## config.mk

```make
export PLATFORM = sky130hd
export DESIGN_NAME = clk_div_monitor
export DESIGN_NICKNAME = d
export VERILOG_FILES = /design/src/rtl/clk_div_pkg.sv /design/src/rtl/clk_div_monitor_edge_sync.sv /design/src/rtl/clk_div_monitor.sv
export SDC_FILE = /design/constraint.sdc
export NUM_CORES = 1
export LEC_CHECK = 0
export ABC_CLOCK_PERIOD_IN_PS = 3170
export CORE_MARGIN = 10
export CORE_UTILIZATION = 29
export DETAILED_ROUTE_END_ITERATION = 7
export PLACE_DENSITY = 0.43
export SLEW_MARGIN = 10
export SYNTH_ARGS = -nofsm -noshare
export SYNTH_HDL_FRONTEND = slang
export SYNTH_SLANG_ARGS = --single-unit
```

## constraint.sdc

```tcl
create_clock -name clk -period 3.17 [get_ports clk]
set_input_delay 0.634 -clock clk [delete_from_list [all_inputs] [get_ports clk]]
set_output_delay 0.634 -clock clk [all_outputs]
set_load 0.03 [all_outputs]
```

## src/rtl/clk_div_pkg.sv

```systemverilog
`default_nettype none
// ============================================================================
// clk_div_pkg : shared constants and state encoding for clk_div_monitor
// Rev 1.0
// ============================================================================
package clk_div_pkg;

  localparam int DEF_MAX_N    = 64;
  localparam int DEF_LOCK_CNT = 4;

  typedef logic [1:0] state_t;

  localparam state_t ST_IDLE   = 2'd0;
  localparam state_t ST_ACQ    = 2'd1;
  localparam state_t ST_TRACK  = 2'd2;
  localparam state_t ST_LOCKED = 2'd3;

endpackage
`default_nettype wire

```

## src/rtl/clk_div_monitor_edge_sync.sv

```systemverilog
`default_nettype none
// ============================================================================
// edge_sync : optional 2-flop synchronizer, one-cycle delay and edge detect
// Rev 1.0
// ============================================================================
module edge_sync #(
  parameter int SYNC_EN = 1
) (
  input  logic clk,
  input  logic rst,
  input  logic clk_in,
  output logic s,
  output logic rise,
  output logic fall
);

  logic s_dly_q;
  logic s_dly_d;

  generate
    if (SYNC_EN != 0) begin : g_sync
      logic [1:0] sync_q;
      logic [1:0] sync_d;

      always_comb begin
        sync_d = {sync_q[0], clk_in};
      end

      always_ff @(posedge clk or posedge rst) begin
        if (rst) begin
          sync_q <= 2'b00;
        end else begin
          sync_q <= sync_d;
        end
      end

      assign s = sync_q[1];
    end else begin : g_bypass
      // Only safe when clk_in is launched from clk itself.
      assign s = clk_in;
    end
  endgenerate

  always_comb begin
    s_dly_d = s;
  end

  always_ff @(posedge clk or posedge rst) begin
    if (rst) begin
      s_dly_q <= 1'b0;
    end else begin
      s_dly_q <= s_dly_d;
    end
  end

  assign rise = s & ~s_dly_q;
  assign fall = ~s & s_dly_q;

endmodule
`default_nettype wire

```

## src/rtl/clk_div_monitor.sv

```systemverilog
`default_nettype none
// ============================================================================
// clk_div_monitor : measures period/duty of a divided clock, locks on ratio
// Rev 1.0
// ============================================================================
module clk_div_monitor
  import clk_div_pkg::*;
#(
  parameter int MAX_N    = DEF_MAX_N,
  parameter int LOCK_CNT = DEF_LOCK_CNT,
  parameter int SYNC_EN  = 1
) (
  input  logic                         clk,
  input  logic                         rst,
  input  logic                         clk_in,
  output logic [$clog2(MAX_N+1)-1:0]   ratio,
  output logic                         locked,
  output logic                         err_period,
  output logic                         err_stall
);

  localparam int CW = $clog2(MAX_N + 1);

  localparam logic [CW-1:0] C_MAX  = CW'(MAX_N);
  localparam logic [CW-1:0] C_ONE  = CW'(1);
  localparam logic [3:0]    C_LOCK = 4'(LOCK_CNT);

  logic s;
  logic rise;
  logic fall;

  edge_sync #(
    .SYNC_EN (SYNC_EN)
  ) u_edge_sync (
    .clk    (clk),
    .rst    (rst),
    .clk_in (clk_in),
    .s      (s),
    .rise   (rise),
    .fall   (fall)
  );

  logic [CW-1:0] per_cnt_q, per_cnt_d;
  logic [CW-1:0] hi_cnt_q,  hi_cnt_d;
  logic [CW-1:0] hi_q,      hi_d;
  logic [CW-1:0] ref_q,     ref_d;
  logic [3:0]    match_q,   match_d;
  state_t        state_q,   state_d;
  logic [CW-1:0] ratio_q,   ratio_d;
  logic          locked_q,  locked_d;
  logic          err_period_q, err_period_d;
  logic          err_stall_q,  err_stall_d;

  logic [CW-1:0] meas;
  logic          duty_ok;
  logic          period_ok;
  logic          timeout;

  assign meas      = per_cnt_q + C_ONE;
  assign duty_ok   = ({hi_q, 1'b0} == {1'b0, meas});
  assign period_ok = (meas == ref_q) && duty_ok;
  // A rise restarts the period, so it always wins over a saturated counter.
  assign timeout   = (per_cnt_q == C_MAX) && !rise;

  always_comb begin
    per_cnt_d = per_cnt_q;
    hi_cnt_d  = hi_cnt_q;
    hi_d      = hi_q;
    if (rise) begin
      per_cnt_d = '0;
      hi_cnt_d  = C_ONE;
    end else begin
      if (per_cnt_q != C_MAX) per_cnt_d = per_cnt_q + C_ONE;
      if (s && (hi_cnt_q != C_MAX)) hi_cnt_d = hi_cnt_q + C_ONE;
    end
    if (fall) hi_d = hi_cnt_q;
  end

  always_comb begin
    state_d      = state_q;
    ref_d        = ref_q;
    match_d      = match_q;
    ratio_d      = ratio_q;
    locked_d     = locked_q;
    err_period_d = 1'b0;
    err_stall_d  = 1'b0;
    case (state_q)
      ST_IDLE: begin
        if (rise) state_d = ST_ACQ;
      end
      ST_ACQ: begin
        if (timeout) begin
          state_d = ST_IDLE;
        end else if (rise) begin
          state_d = ST_TRACK;
          ref_d   = meas;
          match_d = 4'd1;
        end
      end
      ST_TRACK: begin
        if (timeout) begin
          state_d = ST_IDLE;
        end else if (rise) begin
          if (period_ok) begin
            match_d = match_q + 4'd1;
            if ((match_q + 4'd1) == C_LOCK) begin
              state_d  = ST_LOCKED;
              ratio_d  = ref_q;
              locked_d = 1'b1;
            end
          end else begin
            ref_d   = meas;
            match_d = 4'd1;
          end
        end
      end
      ST_LOCKED: begin
        if (timeout) begin
          state_d     = ST_IDLE;
          locked_d    = 1'b0;
          err_stall_d = 1'b1;
        end else if (rise && !period_ok) begin
          state_d      = ST_TRACK;
          locked_d     = 1'b0;
          err_period_d = 1'b1;
          ref_d        = meas;
          match_d      = 4'd1;
        end
      end
      default: begin
        state_d = ST_IDLE;
      end
    endcase
  end

  always_ff @(posedge clk or posedge rst) begin
    if (rst) begin
      per_cnt_q    <= '0;
      hi_cnt_q     <= '0;
      hi_q         <= '0;
      ref_q        <= '0;
      match_q      <= 4'd0;
      state_q      <= ST_IDLE;
      ratio_q      <= '0;
      locked_q     <= 1'b0;
      err_period_q <= 1'b0;
      err_stall_q  <= 1'b0;
    end else begin
      per_cnt_q    <= per_cnt_d;
      hi_cnt_q     <= hi_cnt_d;
      hi_q         <= hi_d;
      ref_q        <= ref_d;
      match_q      <= match_d;
      state_q      <= state_d;
      ratio_q      <= ratio_d;
      locked_q     <= locked_d;
      err_period_q <= err_period_d;
      err_stall_q  <= err_stall_d;
    end
  end

  assign ratio      = ratio_q;
  assign locked     = locked_q;
  assign err_period = err_period_q;
  assign err_stall  = err_stall_q;

endmodule
`default_nettype wire

```

Word-level counts from Yosys, hierarchy flattened
Index checks and enable logic that the tools add are counted.

cells by class
  bitwise gates (word level) = 5
  eq/ne operators = 24
  multiplexer cells = 42
  $add $sub $neg = 3
  reduce and logical (&&, ||, !) cells = 16

operators by type and width
  kind                                            number
  2-to-1 mux 7 bit                                11
  2-to-1 mux 4 bit                                7
  case mux 7 bit (3 select lines)                 1
  != test 2 bit (second input constant)           10
  2-to-1 mux 2 bit                                9
  != test 3 bit (second input constant)           5
  adder 7 x 1 -> 7 bit (second input constant)    2
  != test 7 bit (second input constant)           2
  case mux 4 bit (3 select lines)                 1
  AND reduction 6 bit                             2
  2-to-1 mux 1 bit                                11
  == test 8 x 7 -> 1 bit                          1
  case mux 2 bit (4 select lines)                 1
  AND reduction 8 bit                             1
  == test 7 bit                                   1
  == test 7 bit (second input constant)           1
  AND reduction 7 bit                             1
  nonzero test 2 bit                              3
  AND reduction 5 bit                             1
  adder 4 x 1 -> 4 bit (second input constant)    1
  == test 2 bit (second input constant)           2
  == test 4 x 3 -> 1 bit (second input constant)  1
  logical AND 1 bit                               4
  NOT 1 bit                                       3
  other kinds (6)                                 8

word-level totals
  bits of input ports = 3
  output and inout bits = 10
  word-level logic and storage cells = 102
  bits in registers = 47

Depth between registers and ports, before layout
  depth in word-level cells = 8
  mapped depth = 9

Cells and area by module
A second synthesis with hierarchy kept.

second synthesis, totals
  cell total of the unflattened synthesis = 214
  area, all modules = 2332.2 um^2

modules (own cells, without submodules)
  module           area an instance (um^2)  instances  seq. area each (um^2)  cells each
  clk_div_monitor  2238.4                   1          1101.1                 208
  edge_sync        93.8                     1          75.1                   6

Worst setup path after synthesis
OpenSTA, ideal clock, no wires.

  kind = register to register
  start point = register per_cnt_q[0]
  end point = register ratio_q[1] (netlist: ratio[1])
  buffers on the path = 0
  clock period less this slack = 2516 ps
  library setup time = 125 ps
  arrival time = 2391 ps
  stages on the path, launching flop included = 8
  path slack = 654 ps
  path through = dfrtp_1 -> ha_1 -> xnor2_1 -> nand2_1 -> a221oi_2 -> nand4_4 -> nor4b_4 -> mux2_4

on the way
  cells in the longest elaborated chain, start to end = 4

RTL lines
  what                                                          RTL line                                      source
  start, declared                                               clk_div_monitor.sv:43                         logic [CW-1:0] per_cnt_q, per_cnt_d;
  start signal, assigned                                        clk_div_monitor.sv:149                        per_cnt_q <= per_cnt_d;
  adder 7 x 1 -> 7 bit / == test 7 bit (equally long branches)  clk_div_monitor.sv:59, clk_div_monitor.sv:63
  == test 8 x 7 -> 1 bit, or another cell as far along          clk_div_monitor.sv:60                         assign duty_ok = ({hi_q, 1'b0} == {1'b0, meas});
  logical AND 1 bit / NOT 1 bit (equally long branches)         -
  AND reduction 5 bit (no source line) *                        -
  end signal, assigned                                          clk_div_monitor.sv:155                        ratio_q <= ratio_d;
  end, declared                                                 clk_div_monitor.sv:49                         logic [CW-1:0] ratio_q, ratio_d;

Mark *: on every way between the ends. The rest lies on a longest branch, timed or not.
A chain may end at the register's enable or synchronous reset.

Final worst setup path
  start point = register per_cnt_q[0]
  end point = register ratio_q[4] (netlist: ratio[4])

Same word-level chain as after synthesis.

==> impl_metrics.tcl <==
set metrics [dict create \
    die_area_um2 11900 \
    wl_per_cell_um 14.9 \
    maxCapViolCount 0 \
    ir_drop_mv 0.194 \
    num_vias 1553 \
    route.detailed.drc 0 \
    clk_root_buffer_cell "clkbuf_8" \
    synth_edf_count 0 \
    routed.top_layer "met4" \
    placed_cells 321 \
    regArea_um2 1180 \
    synth_fp_nets 217 \
    period_needed_ps 2610 \
    drv_slew 0 \
    ys_warn_count 0 \
    setup_viol 0 \
    synth.cell_area_um2 2310 \
    clkSinkCount 47 \
    final_antenna_net_count 0 \
    synthArstFlopShare 1.00 \
    fp.dieH_um 109 \
    crit_fanout 8 \
    synth_flop_cell "dfrtp_1" \
    post-cts-setup-buffer-count 0 \
    io_buffers 12 \
    place_area_um2 2550 \
    hold_path.class "flop to flop" \
    grt_pass1_wl_mm 8.28 \
    wl_met3_um 181 \
    tightest_slew_ps 946 \
    rsz0062_at_grt "no" \
    multiInputGateArea_um2 1070 \
    synth_area_leader_cell "dfrtp_1" \
    grt-ovfl-total 0 \
    yosysSeqAreaShare 0.510 \
    htree_num_levels 2 \
    antenna_found_initial 0 \
    arrival_ps 2790 \
    fin_ws_ps 563 \
    cp_top_family "simple AND/OR/NAND/NOR gates" \
    critPathBufInv 1 \
    area_growth_pct 13.9 \
    drt-met1-wl_mm 2.48 \
    worstSetupStartpointType "flop" \
    endpoint_kind "flop" \
    period_share 0.822 \
    fin_skew_ps 5.93 \
    yosys-top-cells-count "47 x dfrtp_1, 19 x nor2_1, 14 x nand2_1" \
    synthTopCellsByArea "dfrtp_1 51%, mux2_2 5.9%, mux2_4 3.9%" \
    status "complete, no violations" \
    p_leak_nw 1.13 \
    dr_wl_met2_mm 2.15 \
    synth_most_common_cell "dfrtp_1" \
    antenna_cells 0 \
    core_um2 7730 \
    ctsResizeCount 0 \
    max_stage_delay_ps 450 \
    syn_inst 209 \
    clk_pin_slew_worst_paths_ps 80 \
    fin_cells 327 \
    start_util 0.298 \
    rows 32 \
    hpwlAfterDp_mm 3.56 \
    drt-initial-drc-count 55 \
    critPathKind "flop to flop" \
    place_ws_ps 581 \
    ctsHoldBuffers 0 \
    setup-tns-final_ps 0 \
    finalWeightedCongestion 0.763 \
    synth_top_area_frac 0.510 \
    insertion_delay_ps 290 \
    avgSynthCellArea_um2 11.0 \
    crit_slowest_cell "dfrtp_1" \
    grt_max_degree 20 \
    via_per_inst 4.75 \
    yosysUniqueCellTypes 43 \
    design_area_um2 2630 \
    nets 234 \
    drtPass1Iterations 4 \
    slew_headroom 0.367 \
    worstPathRequired_ps 3350 \
    drive_gt1_frac 0.160 \
    cts_tree "done" \
    numCtsBuffers 5 \
    cts.path.max_buffers 2 \
    wl_mm 4.86 \
    fillers 785 \
    die_width_um 109 \
    boundaryPins 13 \
    synth_seq_cells 47 \
    fin_util 0.340 \
    timing.final.hold_violations 0 \
    crit_chain "ha_1 > xnor2_1 > nand2_1 > a221oi_2 > nand4_4 > nor4b_4 > buf_4 > mux2_4" \
    fmax_ghz 0.384 \
    grt_pass1_vias 1573 \
    powerDensity_nw_per_um2 511 \
    track_usage 0.0887 \
]
cell families (layout without fill, tap and decap cells):
| group | count (synthesis) | count (layout) | share of synthesized area |
|---|---|---|---|
| multiplexers | 21 | 21 | 0.111 |
| flip-flops | 47 | 47 | 0.510 |
| adder cells (fa/ha/maj) | 5 | 5 | 0.0271 |
| buffers and inverters | 14 | 30 | 0.0244 |
| AND/OR/NAND/NOR | 80 | 80 | 0.201 |
| XOR/XNOR | 8 | 8 | 0.0304 |
| AO/OA/AOI/OAI | 34 | 34 | 0.0966 |
metrics by stage:
stage | hold WS [ps] | total power [W]
global placement | 333 | 0.00102
finish | 353 | 0.00134
global route | 376 | 0.00144
detailed placement | 336 | 0.00102
floorplan | 331 | 0.000947
CTS | 357 | 0.00136
layer usage:
| metal | track usage | vias to the layer above |
|---|---|---|
| li1 | - | 790 |
| met1 | 0.119 | 743 |
| met2 | 0.132 | 16 |
| met3 | 0.0319 | 4 |
| met4 | 0.0251 | 0 |
| met5 | 0 | - |
final timing paths:
kind	startpoint	to	slack (ps)	depth (start not counted)
max reg2reg	per_cnt_q[0]	ratio[4]	560	8
min in group asynchronous	rst	u_edge_sync.g_sync.sync_q[0]	630	2
max in group asynchronous	rst	ratio[2]	1950	3
max	per_cnt_q[0]	ratio[4]	560	8
min reg2reg	u_edge_sync.g_sync.sync_q[0]	u_edge_sync.g_sync.sync_q[1]	350	0
min	u_edge_sync.g_sync.sync_q[0]	u_edge_sync.g_sync.sync_q[1]	350	0
power breakdown:
group / switching (W) / internal (W)
sequential: 0.0000957 / 0.000669
combinational: 0.000131 / 0.000110
clock: 0.000190 / 0.000148
total: 0.000417 / 0.000926
sequential cells by signal (all words and copies together) (netlist names), 2 cells and up:
register / count
ref_q: 7
u_edge_sync.g_sync.sync_q: 2
match_q: 4
ratio: 7
hi_q: 7
hi_cnt_q: 7
state_q: 2
per_cnt_q: 7
layout by cell type (no fill, tap or decap), types with 2 or more instances in the layout:
| master | synthesis | routed |
|---|---|---|
| nand4_1 | 2 | 2 |
| o21ai_0 | 11 | 11 |
| ha_1 | 5 | 5 |
| o22ai_1 | 2 | 2 |
| o211ai_1 | 3 | 3 |
| xor2_1 | 5 | 5 |
| nand3_1 | 9 | 9 |
| nand3b_1 | 6 | 6 |
| a21oi_1 | 8 | 8 |
| a31oi_1 | 2 | 2 |
| clkdlybuf4s50_1 | 0 | 12 |
| nor4b_1 | 2 | 2 |
| mux2_4 | 6 | 6 |
| nor3_1 | 6 | 6 |
| clkbuf_8 | 0 | 5 |
| mux2_2 | 12 | 12 |
| nand2_1 | 14 | 14 |
| or3b_1 | 3 | 3 |
| a211o_1 | 2 | 2 |
| and3_1 | 5 | 5 |
| or3_1 | 2 | 2 |
| nor2_1 | 19 | 19 |
| nor4_1 | 2 | 2 |
| mux2i_1 | 3 | 3 |
| xnor2_1 | 3 | 3 |
| dfrtp_1 | 47 | 47 |
| inv_1 | 9 | 8 |
| buf_4 | 1 | 3 |
area by class of cell:
class	count	share of cell area
clock buffers	6	0.0276
inverters	9	0.0129
multi-input cells	148	0.409
flip-flops and latches	47	0.448
well taps	102	0.0486
repair buffers	15	0.0543
Power figures use the tool's default switching activity.
